<file path="src/rtl/wb_user_decoder_pkg.sv">
// Shared definitions for the user-region Wishbone decoder: FSM state encoding,
// error read-data default and error-counter width with its saturating increment.
package wb_user_decoder_pkg;

   typedef enum logic [1:0] {
      ST_IDLE = 2'd0,
      ST_BUSY = 2'd1,
      ST_RESP = 2'd2
   } state_e;

   localparam logic [31:0] WB_ERR_DATA = 32'hDEADBEEF;
   localparam int          ERR_CNT_W   = 8;

   function automatic logic [ERR_CNT_W-1:0] sat_inc(input logic [ERR_CNT_W-1:0] v);
      return (&v) ? v : v + 1'b1;
   endfunction

endpackage

</file>
<file path="src/rtl/wb_user_decoder_timeout_ctr.sv">
// Bus-timeout watchdog: cleared outside BUSY, counts BUSY cycles and flags the
// TIMEOUT-th cycle so the FSM can force an ack on that edge.
module wb_timeout_ctr #(
   parameter int TIMEOUT = 255
) (
   input  logic clk_i,
   input  logic rst_i,
   input  logic clr_i,
   input  logic en_i,
   output logic expired_o
);

   localparam int                CNT_W = $clog2(TIMEOUT);
   localparam logic [CNT_W-1:0]  LAST  = CNT_W'(TIMEOUT - 1);

   logic [CNT_W-1:0] cnt_q, cnt_d;

   // The counter parks at LAST, so expiry holds until the FSM leaves BUSY.
   assign expired_o = en_i && (cnt_q == LAST);

   always_comb begin
      // NOTE: assigning a default first means every path drives cnt_d, so no latch is inferred.
      cnt_d = cnt_q;
      if (clr_i) begin
         cnt_d = '0;
      end else if (en_i && !expired_o) begin
         cnt_d = cnt_q + 1'b1;
      end
   end

   always_ff @(posedge clk_i) begin
      // NOTE: non-blocking assignments keep every flop updating from pre-edge values.
      if (rst_i) begin
         cnt_q <= '0;
      end else begin
         cnt_q <= cnt_d;
      end
   end

endmodule

</file>
<file path="src/rtl/wb_user_decoder.sv">
// Wishbone classic decoder for the user window: registers the request to one of
// NSLV slaves, registers the response, and forces an ack when a slave stays silent.
module wb_user_decoder
   import wb_user_decoder_pkg::*;
#(
   parameter int          NSLV     = 4,
   parameter int          SEL_LSB  = 16,
   parameter int          SEL_W    = 2,
   parameter int          TIMEOUT  = 255,
   parameter logic [31:0] ERR_DATA = WB_ERR_DATA
) (
   input  logic                  wb_clk_i,
   input  logic                  wb_rst_i,
   input  logic                  wbs_cyc_i,
   input  logic                  wbs_stb_i,
   input  logic                  wbs_we_i,
   input  logic [3:0]            wbs_sel_i,
   input  logic [31:0]           wbs_adr_i,
   input  logic [31:0]           wbs_dat_i,
   output logic                  wbs_ack_o,
   output logic [31:0]           wbs_dat_o,
   output logic [NSLV-1:0]       s_cyc_o,
   output logic [NSLV-1:0]       s_stb_o,
   output logic                  s_we_o,
   output logic [3:0]            s_sel_o,
   output logic [31:0]           s_adr_o,
   output logic [31:0]           s_dat_o,
   input  logic [NSLV-1:0]       s_ack_i,
   input  logic [NSLV*32-1:0]    s_dat_i,
   output logic                  timeout_o,
   output logic [ERR_CNT_W-1:0]  err_cnt_o
);

   state_e                 state_q;
   logic                   ack_q;
   logic [31:0]            rdata_q;
   logic [NSLV-1:0]        s_cyc_q;
   logic                   s_we_q;
   logic [3:0]             s_sel_q;
   logic [31:0]            s_adr_q;
   logic [31:0]            s_dat_q;
   logic                   timeout_q;
   logic [ERR_CNT_W-1:0]   err_cnt_q;

   logic [SEL_W-1:0]       req_idx;
   logic [NSLV-1:0]        req_onehot;
   logic                   req_mapped;
   logic                   slv_ack;
   logic [31:0]            slv_rdata;
   logic                   expired;

   assign req_idx = wbs_adr_i[SEL_LSB +: SEL_W];

   always_comb begin
      req_onehot = '0;
      for (int k = 0; k < NSLV; k++) begin
         if (req_idx == SEL_W'(k)) begin
            req_onehot[k] = 1'b1;
         end
      end
      req_mapped = |req_onehot;
   end

   // s_cyc_q doubles as the latched one-hot slave index while BUSY.
   always_comb begin
      slv_ack   = |(s_ack_i & s_cyc_q);
      slv_rdata = '0;
      for (int k = 0; k < NSLV; k++) begin
         if (s_cyc_q[k]) begin
            slv_rdata = s_dat_i[32*k +: 32];
         end
      end
   end

   wb_timeout_ctr #(
      .TIMEOUT (TIMEOUT)
   ) u_timeout_ctr (
      .clk_i     (wb_clk_i),
      .rst_i     (wb_rst_i),
      .clr_i     (state_q != ST_BUSY),
      .en_i      (state_q == ST_BUSY),
      .expired_o (expired)
   );

   always_ff @(posedge wb_clk_i) begin
      if (wb_rst_i) begin
         state_q   <= ST_IDLE;
         ack_q     <= 1'b0;
         rdata_q   <= '0;
         s_cyc_q   <= '0;
         s_we_q    <= 1'b0;
         s_sel_q   <= '0;
         s_adr_q   <= '0;
         s_dat_q   <= '0;
         timeout_q <= 1'b0;
         err_cnt_q <= '0;
      end else begin
         ack_q     <= 1'b0;
         rdata_q   <= '0;
         timeout_q <= 1'b0;
         case (state_q)
            ST_IDLE: begin
               if (wbs_cyc_i && wbs_stb_i) begin
                  s_we_q  <= wbs_we_i;
                  s_sel_q <= wbs_sel_i;
                  s_adr_q <= wbs_adr_i;
                  s_dat_q <= wbs_dat_i;
                  if (req_mapped) begin
                     s_cyc_q <= req_onehot;
                     state_q <= ST_BUSY;
                  end else begin
                     ack_q     <= 1'b1;
                     rdata_q   <= ERR_DATA;
                     err_cnt_q <= sat_inc(err_cnt_q);
                     state_q   <= ST_RESP;
                  end
               end
            end
            ST_BUSY: begin
               // Abort outranks the slave ack; an ack on the expiry cycle outranks the timeout.
               if (!wbs_cyc_i) begin
                  s_cyc_q <= '0;
                  state_q <= ST_IDLE;
               end else if (slv_ack) begin
                  s_cyc_q <= '0;
                  ack_q   <= 1'b1;
                  rdata_q <= slv_rdata;
                  state_q <= ST_RESP;
               end else if (expired) begin
                  s_cyc_q   <= '0;
                  ack_q     <= 1'b1;
                  rdata_q   <= ERR_DATA;
                  timeout_q <= 1'b1;
                  err_cnt_q <= sat_inc(err_cnt_q);
                  state_q   <= ST_RESP;
               end
            end
            ST_RESP: begin
               state_q <= ST_IDLE;
            end
            default: begin
               s_cyc_q <= '0;
               state_q <= ST_IDLE;
            end
         endcase
      end
   end

   assign wbs_ack_o = ack_q;
   assign wbs_dat_o = rdata_q;
   assign s_cyc_o   = s_cyc_q;
   assign s_stb_o   = s_cyc_q;
   assign s_we_o    = s_we_q;
   assign s_sel_o   = s_sel_q;
   assign s_adr_o   = s_adr_q;
   assign s_dat_o   = s_dat_q;
   assign timeout_o = timeout_q;
   assign err_cnt_o = err_cnt_q;

endmodule
</file>
<file path="config.mk">
export PLATFORM = sky130hd
export DESIGN_NAME = wb_user_decoder
export DESIGN_NICKNAME = d
export VERILOG_FILES = /design/src/rtl/wb_user_decoder_pkg.sv /design/src/rtl/wb_user_decoder_timeout_ctr.sv /design/src/rtl/wb_user_decoder.sv
export SDC_FILE = /design/constraint.sdc
export NUM_CORES = 1
export LEC_CHECK = 0
export ABC_AREA = 1
export ABC_CLOCK_PERIOD_IN_PS = 1700
export CAP_MARGIN = 20
export CORE_MARGIN = 4
export CORE_UTILIZATION = 38
export CTS_CLUSTER_DIAMETER = 150
export DETAILED_ROUTE_END_ITERATION = 8
export GPL_ROUTABILITY_DRIVEN = 0
export MAX_ROUTING_LAYER = met4
export PLACE_DENSITY = 0.87
export SLEW_MARGIN = 0
export SYNTH_ARGS = -nofsm -noshare
export SYNTH_HDL_FRONTEND = slang
export SYNTH_SLANG_ARGS = --single-unit
</file>
<file path="constraint.sdc">
create_clock -name wb_clk_i -period 1.7 [get_ports wb_clk_i]
set_input_delay 0.17 -clock wb_clk_i [delete_from_list [all_inputs] [get_ports wb_clk_i]]
set_output_delay 0.17 -clock wb_clk_i [all_outputs]
set_load 0.02 [all_outputs]
</file>
== Word-level counts from Yosys, hierarchy flattened ==
Cells that the tools add are included.

* Register bits after elaboration: 125
* Input port bits: 205
* Output and inout bits: 119
* Word-level logic and storage cells: 86

* Add/subtract/negate cells: 2
* Equality and inequality tests: 14
* Multiplexer cells: 39
* Bitwise logic cells: 4
* Reductions and logical operators: 16

{| class="wikitable"
|+ Operator list
! cell !! count
|-
| $mux 32 || 9
|-
| $pmux 32 s2 || 1
|-
| $mux 8 || 6
|-
| $mux 4 || 5
|-
| $add 8x1->8 const B || 2
|-
| $pmux 8 s2 || 1
|-
| $ne 2x2->1 const B || 6
|-
| $pmux 4 s3 || 1
|-
| $mux 2 || 5
|-
| $mux 1 || 9
|-
| $eq 8x8->1 const B || 1
|-
| $reduce_and 8->1 || 1
|-
| $reduce_or 4->1 || 2
|-
| $reduce_or 7->1 || 1
|-
| $eq 2x2->1 const B || 3
|-
| $reduce_and 6->1 || 1
|-
| $and 4x4->4 || 1
|-
| $eq 2x1->1 const B || 2
|-
| $logic_not 2->1 || 2
|-
| $ne 4x4->1 const B || 1
|-
| $pmux 2 s2 || 1
|-
| $reduce_and 2->1 || 2
|-
| $reduce_and 4->1 || 1
|-
| $logic_and 1x1->1 || 3
|-
| other kinds (6) || 8
|}

== Depth between registers and ports, before layout ==
* Word-level depth: 7
* Mapped depth: 11
* Depth with buffers taken out: 10

== Hierarchy ==
A second synthesis with hierarchy kept.

* Cell total of the unflattened synthesis: 744
* Area, all modules: 5606.6 sq um

{| class="wikitable"
|+ By module, submodules not included
! module !! instances !! cells each !! area an instance (sq um) !! seq. area each (sq um)
|-
| wb_user_decoder || 1 || 674 || 5124.9 || 2342.2
|-
| wb_timeout_ctr || 1 || 70 || 481.7 || 160.2
|}

== Worst setup path after synthesis ==
Ideal clock, no wire load.

* Path type: reg2reg
* Start point: register err_cnt_q[0] (netlist: err_cnt_o[0])
* End point: register err_cnt_q[0] (netlist: err_cnt_o[0])
* Library setup time: 0.115 ns
* Arrival time: 1.471 ns
* Data required time: 1.585 ns
* Path slack: 0.114 ns
* Cell stages (with the launch flop): 8
* Path buffers: 1
* Clock period less this slack: 1.586 ns
* Cell sequence: dfxtp_1 ha_1 nand2_1 nor3_1 nor2_2 buf_6 a21oi_1 nor2_1

* Longest elaborated chain between the ends: 6
* Elaborated cells between the ends (all ways): 9
* Those cells by class: 1 x add/sub; 7 x mux; 1 x reduce/logical

{| class="wikitable"
|+ RTL lines
! what !! RTL line !! source
|-
| start: declaration || wb_user_decoder.sv:43 || <nowiki>logic [ERR_CNT_W-1:0] err_cnt_q;</nowiki>
|-
| start signal: assignment || wb_user_decoder.sv:114 || <nowiki>err_cnt_q <= sat_inc(err_cnt_q);</nowiki>
|-
| start signal: assignment || wb_user_decoder.sv:134 || <nowiki>err_cnt_q <= sat_inc(err_cnt_q);</nowiki>
|-
| $add 8x1->8 / $reduce_and 8->1 (equally long branches) || wb_user_decoder_pkg.sv:15 || <nowiki>return (&v) ? v : v + 1'b1;</nowiki>
|-
| $mux 8 * || wb_user_decoder_pkg.sv:15 ||
|-
| $mux 8 || wb_user_decoder.sv:129 || <nowiki>end else if (expired) begin</nowiki>
|-
| $mux 8 || wb_user_decoder.sv:124 || <nowiki>end else if (slv_ack) begin</nowiki>
|-
| $mux 8 || wb_user_decoder.sv:121 || <nowiki>if (!wbs_cyc_i) begin</nowiki>
|-
| $pmux 8 s2 * || wb_user_decoder.sv:101 || <nowiki>case (state_q)</nowiki>
|}

Every way passes the cells marked *; elsewhere a longest branch is shown, timed or not. The select of a mux whose other input is x is not followed.
A chain may end at the register's enable or synchronous reset.

== Worst setup path in the final report ==
* Start point: register err_cnt_q[0] (netlist: err_cnt_o[0])
* End point: output port err_cnt_o[0]

{| class="wikitable"
|+ RTL lines
! what !! RTL line !! source
|-
| end: declaration || wb_user_decoder.sv:31 || <nowiki>output logic [ERR_CNT_W-1:0] err_cnt_o</nowiki>
|}

No word-level cell between the ends.

==> impl_results.md <==
* Outcome: finished clean
* Switching power share of the total at 24.81%
* Synth Area per Inst at 7.357 µm²
* Reg power frac at 38.2%
* H-Tree Depth at 4
* Pins Over Slew Limit at 0
* Vias per std cell at 5.011
* Xor/xnor share of the synthesized area at less than 1%
* Worst slew margin at 72.96%
* Diode count at 0
* P per Cell Area at ~860 mW/mm²
* MaxCap Viol Count at 0
* Routed wire length per instance at 16.67 µm
* DR vias at about 6.3k
* Top FF cell, synth: dfxtp_1
* Core area at 0.01393 mm²
* Gr ovfl total at 0
* Post-synthesis adder-cell area fraction at 0.6904%
* DRC violations left at 0
* WP data arrival at 1.46 ns
* R2r worst-path depth at 9
* Sequential area share after synthesis at 46.03%
* Total Die Area at 0.01628 mm²
* Critical path's top delay family: buffers and inverters
* Placed instance area at 0.008910 mm²
* Ranking of synthesized cells by area: dfxtp_1, nor2_1, o21ai_0
* Setup ws final at 0.06763 ns
* Compound-Gate Fraction of Synth Area at 22.00%
* Hold Crit Endpoint: s_dat_o[18]
* RSZ-0062 raised after global routing: no
* Share of cells above drive strength 1 at 8.793%
* # hold bufs at CTS at 0
* Antenna-violating nets left at 0
* Yosys Warn Count at 0
* Nets@finish at 1264
* Buffer and inverter count on the worst path at 1
* Post-Synth Simple-Gate Area at 22.99%
* Placed cell count at 1217
* Cells after synthesis at around 740
* First-pass GRT wire length at 31470 µm
* Maximum VDD drop at about 0.00068 V
* Fin. Hold Viols at 0
* Synth top area share at 46.03%
* Hold WS at 0.3342 ns
* Synth Cell Area at 0.005436 mm²
* Critical path fanouts, max at 5
* TNS Setup at 0 ns
* Pint at 6.148 mW
* Synth area leader: dfxtp_1
* Initial Util at 39.01%
* CTS tree: done
* Clock Latency Late Sink at 0.42 ns
* Worst Hold Path Cells at 3
* Final core occ at 68.32%
* Synth Register Bits at between 100 and 150
* LEAKAGE at 3.836 nW
* Min-delay worst type: input port to flip-flop
* Final setup vio count at 0
* Routed wire length at 20830 µm
* Post-Layout Cell Count at 1249
* Minimum clock period at 1.632 ns
* Post-route design area at around 0.0095 mm²
* Flop2flop setup slack at 0.15 ns
* Commonest cells after routing, fill and taps aside: clkdlybuf4s50_1, nor2_1, dfxtp_1
* Psw at 2.029 mW
* Mux cell area share after synthesis at 0%
* Clk sink count at 125
* Max Fclk at 612.6 MHz
* Detailed router's first-iteration violation count at 367
* Clock Path Buffers at 2
* Row cnt at 43
* Area growth, synth to finish at 75.12%
* GRT Resource Usage Total at 25.38%
* Logic gate share of total power at between 10% and 20%
* Worst slack at placement at -0.08544 ns
* Pwr Total at about 8.2 mW
* Worst path max stage delay at 0.66 ns
* Worst path required time at about 1.5 ns
* Number of flops mapped to enable cells by yosys at 0
* Num CTS Buffers at 17
* Critical-path cell list: clkdlybuf4s50_1
* Number of global-route vias before repair at 6127
* Unique masters post-synth at 30
* Startpoint Class: flip-flop
* R2R Path End: err_cnt_o[7]
* Ports at 324
* CP Capture Type: output port
* Port bufs at ~320
* Fillers at between 1k and 1.5k
* Ys async rst share at 0%
* Clk pwr share at 45.6%
* Die Y at between 100 and 150 µm
* Actual slew at the worst max-slew pin at 0.4034 ns
* CP max stage cell: clkdlybuf4s50_1
* Largest family of logic cells by synthesized area: simple AND/OR/NAND/NOR gates
* Largest net degree at the start of global routing at between 50 and 60
* Hold Crit Start: wbs_dat_i[18]
* First drt pass iteration count at 5
* Clk pin slew, worst setup/hold paths at about 0.06 ns
* Tcrit/Tclk final at 96.02%
* Commonest non-fill, non-tap cell in the layout: clkdlybuf4s50_1
* Die W at 127.6 µm
* Post-synth net total at 947
* Clock skew at ~0.0078 ns
* Kind of critical path: flip-flop to output port
* FF-to-FF Start: err_cnt_o[0]
* Final HPWL DP at about 16000 µm
* Clock root buffer: clkbuf_16
* Initial antenna violation count at 0
## routing by layer
metal	track usage, %	routed length [µm]	up-vias
met4	12.17	814	0
met5	-	0	-
li1	-	-	3079
met1	27.93	8205	2817
met2	41.68	9922	308
met3	8.110	1883	55
## registers in the layout (all words and copies together) (netlist names)
register             flops
s_adr_o                 32
wbs_dat_o               32
timeout_o                1
u_timeout_ctr.cnt_q      8
s_dat_o                 32
s_cyc_o                  4
err_cnt_o                8
wbs_ack_o                1
s_sel_o                  4
state_q                  2
s_we_o                   1
## synthesized netlist by cell type (all sizes together), types with 8 or more instances
| cell type | instances |
|---|---|
| a22oi | 8 |
| nand2 | 86 |
| dfxtp | 125 |
| buf | 29 |
| inv | 38 |
| a211oi | 17 |
| a21oi | 86 |
| o21ai | 105 |
| nor2 | 172 |
| clkbuf | 26 |
| nand3 | 22 |
## area by class of cell
cell class,count,area [µm²],share of cell area (%)
Tap cell,180,225.2,2.366
Multi-Input combinational cell,521,2506,26.32
Inverter,38,142.6,1.498
Timing Repair Buffer,353,3533,37.11
Clock buffer,18,439.2,4.613
Clock inverter,14,168.9,1.774
Sequential cell,125,2505,26.31
## how the worst max path moves through the flow
stage | from | endpoint | slack (ns) | cells after the start
2_1_floorplan | err_cnt_o[0] | err_cnt_o[0] | 0.11 | 7
3_3_place_gp | wbs_cyc_i | s_adr_o[0] | -0.01 | 7
3_5_place_dp | wbs_cyc_i | s_dat_o[12] | -0.09 | 6
4_1_cts | s_cyc_o[3] | s_cyc_o[3] | 0.007 | 1
5_1_grt | err_cnt_o[0] | err_cnt_o[7] | 0.02 | 9
6_report | err_cnt_o[0] | err_cnt_o[0] | 0.07 | 1
## timing repair
item / 4_1_cts / 5_1_grt
cloned: 0 / 0
endpoints found under the setup margin: 8 / 3
pin swaps: 0 / 0
gates resized for setup: 8 / 3
setup buffers: 0 / 0
## power groups by stage
stage / clock network (mW) / registers (mW) / logic [mW]
final: 3.73 / 3.12 / 1.33
after global routing: 3.92 / 3.13 / 1.42
after CTS: 3.79 / 3.12 / 1.33
after detailed placement: 0 / 3.18 / 1.33
after global placement: 0 / 3.18 / 1.31
after floorplan: 0 / 3.31 / 0.340
## kinds of logic after synthesis
| group | after synthesis |
|---|---|
| AOI/OAI and AO/OA | 222 |
| xor gates and xnor gates | 2 |
| adders and majority gates | 3 |
| buffers and inverters | 93 |
| DFF | 125 |
| and+or+nand+nor | 294 |
Power figures use the tool's default switching activity.
